`src/rtl/tone_seq.sv`:
```
// Multi-channel programmable tone sequencer on a word-addressed register bus.
// Each channel drives a square wave at a chromatic note/octave, optionally for a timed duration.
module tone_seq #(
    parameter int CHANNELS = 2,
    parameter int TICK_DIV = 62500,
    parameter int DUR_W    = 16
) (
    input  logic                clk,
    input  logic                reset_n,
    input  logic                cs,
    input  logic                we,
    input  logic [3:0]          addr,
    input  logic [31:0]         wdata,
    output logic [31:0]         rdata,
    output logic [CHANNELS-1:0] buzz,
    output logic                buzz_mix,
    output logic                irq
);

    localparam int PH_W = 15;
    localparam int PS_W = (TICK_DIV > 1) ? $clog2(TICK_DIV) : 1;
    localparam logic [PS_W-1:0] PS_LAST = PS_W'(TICK_DIV - 1);
    localparam logic [3:0] STATUS_ADDR = 4'(2 * CHANNELS);

    function automatic logic [13:0] base_half(input logic [3:0] n);
        case (n)
            4'd1:    base_half = 14'd14931;
            4'd2:    base_half = 14'd14093;
            4'd3:    base_half = 14'd13302;
            4'd4:    base_half = 14'd12555;
            4'd5:    base_half = 14'd11850;
            4'd6:    base_half = 14'd11185;
            4'd7:    base_half = 14'd10558;
            4'd8:    base_half = 14'd9965;
            4'd9:    base_half = 14'd9406;
            4'd10:   base_half = 14'd8878;
            4'd11:   base_half = 14'd8380;
            4'd12:   base_half = 14'd7909;
            4'd13:   base_half = 14'd7465;
            default: base_half = 14'd0;
        endcase
    endfunction

    logic [CHANNELS-1:0] done_vec;
    logic [31:0]         ctrl_word [CHANNELS];
    logic [31:0]         dur_word  [CHANNELS];
    logic                wr_status;
    logic                unused_wdata;

    assign wr_status    = cs && we && (addr == STATUS_ADDR);
    assign unused_wdata = ^wdata;

    genvar gi;
    generate
        for (gi = 0; gi < CHANNELS; gi++) begin : g_ch
            logic [3:0]      note_reg, note_next;
            logic [1:0]      octave_reg, octave_next;
            logic [DUR_W-1:0] dur_reg, dur_next;
            logic [DUR_W-1:0] remain_reg, remain_next;
            logic            active_reg, active_next;
            logic            done_reg, done_next;
            logic [PH_W-1:0] phase_reg, phase_next;
            logic [PS_W-1:0] presc_reg, presc_next;
            logic [13:0]     half;
            logic [PH_W-1:0] period_last;
            logic            ctrl_wr, dur_wr, note_valid, expire;

            assign ctrl_wr     = cs && we && (addr == 4'(2 * gi));
            assign dur_wr      = cs && we && (addr == 4'(2 * gi + 1));
            assign note_valid  = (wdata[3:0] >= 4'd1) && (wdata[3:0] <= 4'd13);
            assign half        = base_half(note_reg) >> octave_reg;
            assign period_last = {half, 1'b0} - PH_W'(1);
            // Remaining count of zero means continuous, so only a count of one can expire.
            assign expire      = active_reg && (remain_reg == DUR_W'(1)) && (presc_reg == PS_LAST);

            always_comb begin
                note_next   = note_reg;
                octave_next = octave_reg;
                dur_next    = dur_reg;
                remain_next = remain_reg;
                active_next = active_reg;
                done_next   = done_reg;
                phase_next  = phase_reg;
                presc_next  = presc_reg;
                if (active_reg) begin
                    phase_next = (phase_reg == period_last) ? '0 : phase_reg + PH_W'(1);
                    if (remain_reg != '0) begin
                        if (presc_reg == PS_LAST) begin
                            presc_next  = '0;
                            remain_next = remain_reg - DUR_W'(1);
                            if (remain_reg == DUR_W'(1))
                                active_next = 1'b0;
                        end else begin
                            presc_next = presc_reg + PS_W'(1);
                        end
                    end
                end
                if (dur_wr)
                    dur_next = wdata[DUR_W-1:0];
                if (wr_status && wdata[gi])
                    done_next = 1'b0;
                // A CTRL write overrides a same-cycle expiry; an expiry overrides a same-cycle clear.
                if (ctrl_wr) begin
                    note_next   = wdata[3:0];
                    octave_next = wdata[5:4];
                    if (note_valid) begin
                        active_next = 1'b1;
                        phase_next  = '0;
                        presc_next  = '0;
                        remain_next = dur_reg;
                    end else begin
                        active_next = 1'b0;
                    end
                end else if (expire) begin
                    done_next = 1'b1;
                end
            end

            always_ff @(posedge clk) begin
                if (!reset_n) begin
                    note_reg   <= '0;
                    octave_reg <= '0;
                    dur_reg    <= '0;
                    remain_reg <= '0;
                    active_reg <= 1'b0;
                    done_reg   <= 1'b0;
                    phase_reg  <= '0;
                    presc_reg  <= '0;
                end else begin
                    note_reg   <= note_next;
                    octave_reg <= octave_next;
                    dur_reg    <= dur_next;
                    remain_reg <= remain_next;
                    active_reg <= active_next;
                    done_reg   <= done_next;
                    phase_reg  <= phase_next;
                    presc_reg  <= presc_next;
                end
            end

            assign buzz[gi]      = active_reg && ({1'b0, half} > phase_reg);
            assign done_vec[gi]  = done_reg;
            assign ctrl_word[gi] = {25'b0, active_reg, octave_reg, note_reg};
            assign dur_word[gi]  = 32'(dur_reg);
        end
    endgenerate

    assign buzz_mix = |buzz;
    assign irq      = |done_vec;

    always_comb begin
        rdata = '0;
        if (cs) begin
            if (addr == STATUS_ADDR)
                rdata = 32'(done_vec);
            for (int c = 0; c < CHANNELS; c++) begin
                if (addr == 4'(2 * c))
                    rdata = ctrl_word[c];
                if (addr == 4'(2 * c + 1))
                    rdata = dur_word[c];
            end
        end
    end

endmodule

```
`config.mk`:
```
export PLATFORM = sky130hd
export DESIGN_NAME = tone_seq
export DESIGN_NICKNAME = d
export VERILOG_FILES = /design/src/rtl/tone_seq.sv
export SDC_FILE = /design/constraint.sdc
export NUM_CORES = 1
export LEC_CHECK = 0
export ABC_AREA = 1
export BUFFER_PORTS_ARGS = -buffer_cell sky130_fd_sc_hd__buf_2
export CORE_MARGIN = 2
export CORE_UTILIZATION = 65
export CTS_BUF_LIST = sky130_fd_sc_hd__clkbuf_4 sky130_fd_sc_hd__clkbuf_8 sky130_fd_sc_hd__clkbuf_16
export CTS_CLUSTER_DIAMETER = 100
export DETAILED_ROUTE_END_ITERATION = 12
export PLACE_DENSITY = 0.85
export SETUP_SLACK_MARGIN = 0.15
export SLEW_MARGIN = 20
export SYNTH_ARGS = -nofsm -noshare
export SYNTH_HDL_FRONTEND = slang
export SYNTH_SLANG_ARGS = --single-unit
export TNS_END_PERCENT = 100
```
`constraint.sdc`:
```
create_clock -name clk -period 7.9 [get_ports clk]
set_clock_uncertainty 0.1 [all_clocks]
set_input_delay 1.58 -clock clk [delete_from_list [all_inputs] [get_ports clk]]
set_output_delay 1.58 -clock clk [all_outputs]
set_load 0.03 [all_outputs]
```
==> metrics.txt <==
# TYPE chip_impl_metric gauge
chip_impl_info{name="run_status",value="completed"} 1
chip_impl_metric{name="grt-ovfl-total",unit=""} 0
chip_impl_metric{name="syn_area_per_cell",unit="µm²"} 6.426
chip_impl_metric{name="power.leakage",unit="nW"} 5.630
chip_impl_metric{name="detailedRoute.firstIterationViolations",unit=""} 943
chip_impl_metric{name="clk_transition_reported_paths",unit="ps"} 70
chip_impl_info{name="r2r_endpoint",value="g_ch[0].phase_reg[14]"} 1
chip_impl_metric{name="finalSetupViolCount",unit=""} 0
chip_impl_metric{name="first_global_vias",unit=""} 10168
chip_impl_metric{name="synth_async_reset_ratio",unit=""} 0
chip_impl_metric{name="p_switching",unit="mW"} 0.5147
chip_impl_metric{name="resized_gates_after_cts",unit=""} 0
chip_impl_metric{name="synthesis.instances",unit=""} 1742
chip_impl_metric{name="die_outline_height",unit="µm"} 135.2
chip_impl_metric{name="drt-pass1-iter-count",unit=""} 6
chip_impl_metric{name="worst_pin_slew",unit="ps"} 826.6
chip_impl_metric{name="layout.cell_area.non_filler",unit="µm²"} 11970
chip_impl_metric{name="maxCapViolCount",unit=""} 0
chip_impl_info{name="clock-root-buffer",value="sky130_fd_sc_hd__clkbuf_16"} 1
chip_impl_metric{name="fin_crit_sh",unit=""} 0.6400
chip_impl_metric{name="rows",unit=""} 47
chip_impl_metric{name="cts_hold_buffers",unit=""} 0
chip_impl_metric{name="hold_violations",unit=""} 0
chip_impl_metric{name="powerDensity",unit="nW/µm²"} 158.3
chip_impl_metric{name="drive_above_1_share",unit=""} 0.08075
chip_impl_metric{name="largest_fanout_on_the_critical_path",unit=""} 15
chip_impl_info{name="post_synth_most_frequent_cells",value="sky130_fd_sc_hd__nand2_1, sky130_fd_sc_hd__inv_1, sky130_fd_sc_hd__dfxtp_1, sky130_fd_sc_hd__nand3_1, sky130_fd_sc_hd__nor2_1"} 1
chip_impl_metric{name="first_pass_grt_wire_length",unit="µm"} 45840
chip_impl_metric{name="worst_hold_path.num_cells",unit=""} 2
chip_impl_info{name="min_to",value="g_ch[1].presc_reg[13]"} 1
chip_impl_metric{name="area_growth_from_synthesis_to_layout",unit="%"} 6.964
chip_impl_info{name="synth.area.top_cells",value="sky130_fd_sc_hd__dfxtp_1, sky130_fd_sc_hd__nand2_1, sky130_fd_sc_hd__inv_1, sky130_fd_sc_hd__nand3_1, sky130_fd_sc_hd__ha_1"} 1
chip_impl_info{name="end_kind",value="primary output"} 1
chip_impl_metric{name="grt_start_max_net_pins",unit=""} 46
chip_impl_metric{name="detailed_place.area",unit="µm²"} 11410
chip_impl_metric{name="antenna_cells_inserted",unit=""} 0
chip_impl_metric{name="clk_path_buf_depth",unit=""} 2
chip_impl_metric{name="ys_seq_area_frac",unit=""} 0.3040
chip_impl_metric{name="detail_route.wl_per_cell",unit="µm"} 13.77
chip_impl_metric{name="grt_usage",unit=""} 0.3035
chip_impl_metric{name="min_period",unit="ps"} 5056
chip_impl_metric{name="route.detailed.drc",unit=""} 0
chip_impl_metric{name="via_per_inst",unit=""} 5.651
chip_impl_metric{name="synth.yosys.warnings",unit=""} 0
chip_impl_metric{name="synth_edf_count",unit=""} 0
chip_impl_metric{name="comb_power_share",unit=""} 0.112
chip_impl_info{name="worstPathCellList",value="inv_2 > nand2_1 > nand3_1 > nand2_2 > inv_1 > ha_1 > nand2_1 > o21ai_0 > a21o_1 > a21oi_1 > o21ai_0 > nand3_1 > a21oi_1 > inv_1 > nand2_1 > buf_2"} 1
chip_impl_metric{name="syn_std_cell_area",unit="µm²"} 11190
chip_impl_metric{name="slew-limit-headroom",unit=""} 0.4482
chip_impl_metric{name="maxClockFrequency",unit="MHz"} 197.8
chip_impl_info{name="rsz_0062_raised_after_global_routing",value="no"} 1
chip_impl_metric{name="setup_total_negative_slack",unit="ps"} 0
chip_impl_metric{name="setup.reg_to_reg.worst_slack",unit="ps"} 4640
chip_impl_metric{name="detailed_place_hpwl",unit="µm"} 19990
chip_impl_metric{name="critPathRequiredTime",unit="ps"} 6220
chip_impl_metric{name="floorplan.core_area",unit="µm²"} 16700
chip_impl_metric{name="drt-total-wl",unit="µm"} 27430
chip_impl_metric{name="power_frac_seq",unit=""} 0.460
chip_impl_metric{name="max-vdd-ir-drop",unit="µV"} 153.8
chip_impl_metric{name="internal_power",unit="mW"} 1.381
chip_impl_metric{name="switching_power_share_of_the_total",unit=""} 0.2715
chip_impl_info{name="holdCritPathClass",value="reg -> reg"} 1
chip_impl_info{name="yosysTopAreaCell",value="sky130_fd_sc_hd__dfxtp_1"} 1
chip_impl_info{name="timing.rr.start",value="g_ch[0].octave_reg[0]"} 1
chip_impl_metric{name="gpl.final_weighted_congestion",unit=""} 0.9458
chip_impl_metric{name="postCtsSetupBuffers",unit=""} 0
chip_impl_metric{name="routed_vias",unit=""} 11251
chip_impl_metric{name="reg2regPathDepth",unit=""} 14
chip_impl_metric{name="synthDominantCellAreaShare",unit=""} 0.3040
chip_impl_metric{name="crit_arrival",unit="ps"} 3380
chip_impl_info{name="critPathKind",value="reg -> out"} 1
chip_impl_metric{name="final_net_count",unit=""} 1853
chip_impl_info{name="timing.critical_path.slowest_stage_cell",value="sky130_fd_sc_hd__dfxtp_1"} 1
chip_impl_metric{name="pin_count",unit=""} 76
chip_impl_metric{name="worstSkewPairLatency",unit="ps"} 430
chip_impl_metric{name="max_stage_delay",unit="ps"} 660
chip_impl_info{name="synthMostInstantiatedCell",value="sky130_fd_sc_hd__nand2_1"} 1
chip_impl_info{name="setup.worst_path.start_class",value="register"} 1
chip_impl_metric{name="synth-seq-cells",unit=""} 170
chip_impl_info{name="hold_path_startpoint",value="g_ch[1].presc_reg[13]"} 1
chip_impl_metric{name="die_x",unit="µm"} 135.2
chip_impl_metric{name="antenna_violations_before_repair",unit=""} 1
chip_impl_metric{name="antenna_left",unit=""} 0
chip_impl_metric{name="clkSinkCount",unit=""} 170
chip_impl_info{name="dominantRegCellSynth",value="sky130_fd_sc_hd__dfxtp_1"} 1
chip_impl_metric{name="fp.dieArea",unit="µm²"} 18290
chip_impl_metric{name="cts_htree_levels",unit=""} 4
chip_impl_metric{name="floorplan.initialDensity",unit=""} 0.6702
chip_impl_metric{name="cts_made_buffers",unit=""} 17
chip_impl_info{name="crit_top_cell",value="sky130_fd_sc_hd__nand2_1"} 1
chip_impl_metric{name="post_synth_num_cell_types",unit=""} 46
chip_impl_metric{name="clock_power_share",unit=""} 0.428
chip_impl_metric{name="finalMaxSlewViolations",unit=""} 0
chip_impl_metric{name="io_buffer_count",unit=""} 43
chip_impl_info{name="cts_tree",value="done"} 1
==> power by group through the flow <==
stage	logic [mW]	clock network [mW]	registers (mW)
after floorplan	0.170	0	0.888
after global placement	0.202	0	0.891
after detailed placement	0.207	0	0.891
after CTS	0.209	0.818	0.871
after global routing	0.240	0.853	0.872
final	0.212	0.811	0.872
==> layout make-up <==
class,instances,area (µm²)
clock buffer,19,446.7
clock inverter,12,116.4
fill,1425,4728
inverter,239,899.6
multi-input combinational,1284,6586
sequential,170,3403
tap,220,275.3
timing repair buffer,47,245.2
==> worst max-delay path by stage <==
stage	endpoint	start	slack, ps	cells after the start
floorplan	rdata[0]	addr[3]	2950	7
detailed placement	rdata[0]	addr[3]	3200	10
finish	buzz_mix	g_ch[1].octave_reg[0]	2840	16
CTS	buzz_mix	g_ch[1].octave_reg[0]	2850	16
global route	buzz_mix	g_ch[1].octave_reg[0]	2480	16
global placement	rdata[1]	addr[3]	3250	10
==> per-layer routing <==
| metal | global-route usage | vias up | routed length [µm] |
|---|---|---|---|
| li1 | - | 5688 | - |
| met3 | 0.07033 | 65 | 2015 |
| met4 | 0.09606 | 2 | 584 |
| met2 | 0.4924 | 394 | 12560 |
| met1 | 0.4020 | 5102 | 12250 |
| met5 | 0 | - | 11 |
==> worst max-delay path, delay by kind of cell, from the launching register on <==
kind            cells  cell delay [ps]
simple gates        6              660
fa+ha+maj           1              280
compound gates      5              750
buf+inv             4              570
flops               1              660
==> layout by cell type (no fill, tap or decap), drive strengths merged, types with 7 or more instances in the layout <==
master    n
nor2    176
a21oi   102
inv     241
o211ai   11
a31oi    13
nor4     11
nand3   171
nor3     36
xor2     37
nand2   446
dfxtp   170
nand4    29
buf      47
ha       54
or2       8
a221oi    7
conb     16
o21ai   120
clkbuf   19
==> cell families after synthesis <==
logic type / after synthesis / share of synthesized area
xor gates and xnor gates: 42 / 0.03286
muxes: 2 / 0.001900
and+or+nand+nor: 893 / 0.3507
buffers and inverters: 303 / 0.1130
other: 1 / 0.0003350
DFF: 170 / 0.3040
adders and majority gates: 54 / 0.06036
AOI/OAI and AO/OA: 277 / 0.1368
==> stage by stage <==
stage / utilization / power (mW) / worst slack, ps / instances / hold slack, ps
after CTS: 0.7169 / 1.898 / 2851 / 1991 / 369.8
after floorplan: - / 1.058 / 2950 / 1757 / 338.5
after detailed placement: 0.6832 / 1.098 / 3205 / 1960 / 359.4
final: 0.7169 / 1.895 / 2844 / 1991 / 366.6
after global routing: 0.7169 / 1.966 / 2484 / 1991 / 397.2
after global placement: 0.6832 / 1.093 / 3246 / 1960 / 350.2
Power figures use the tool's default switching activity.
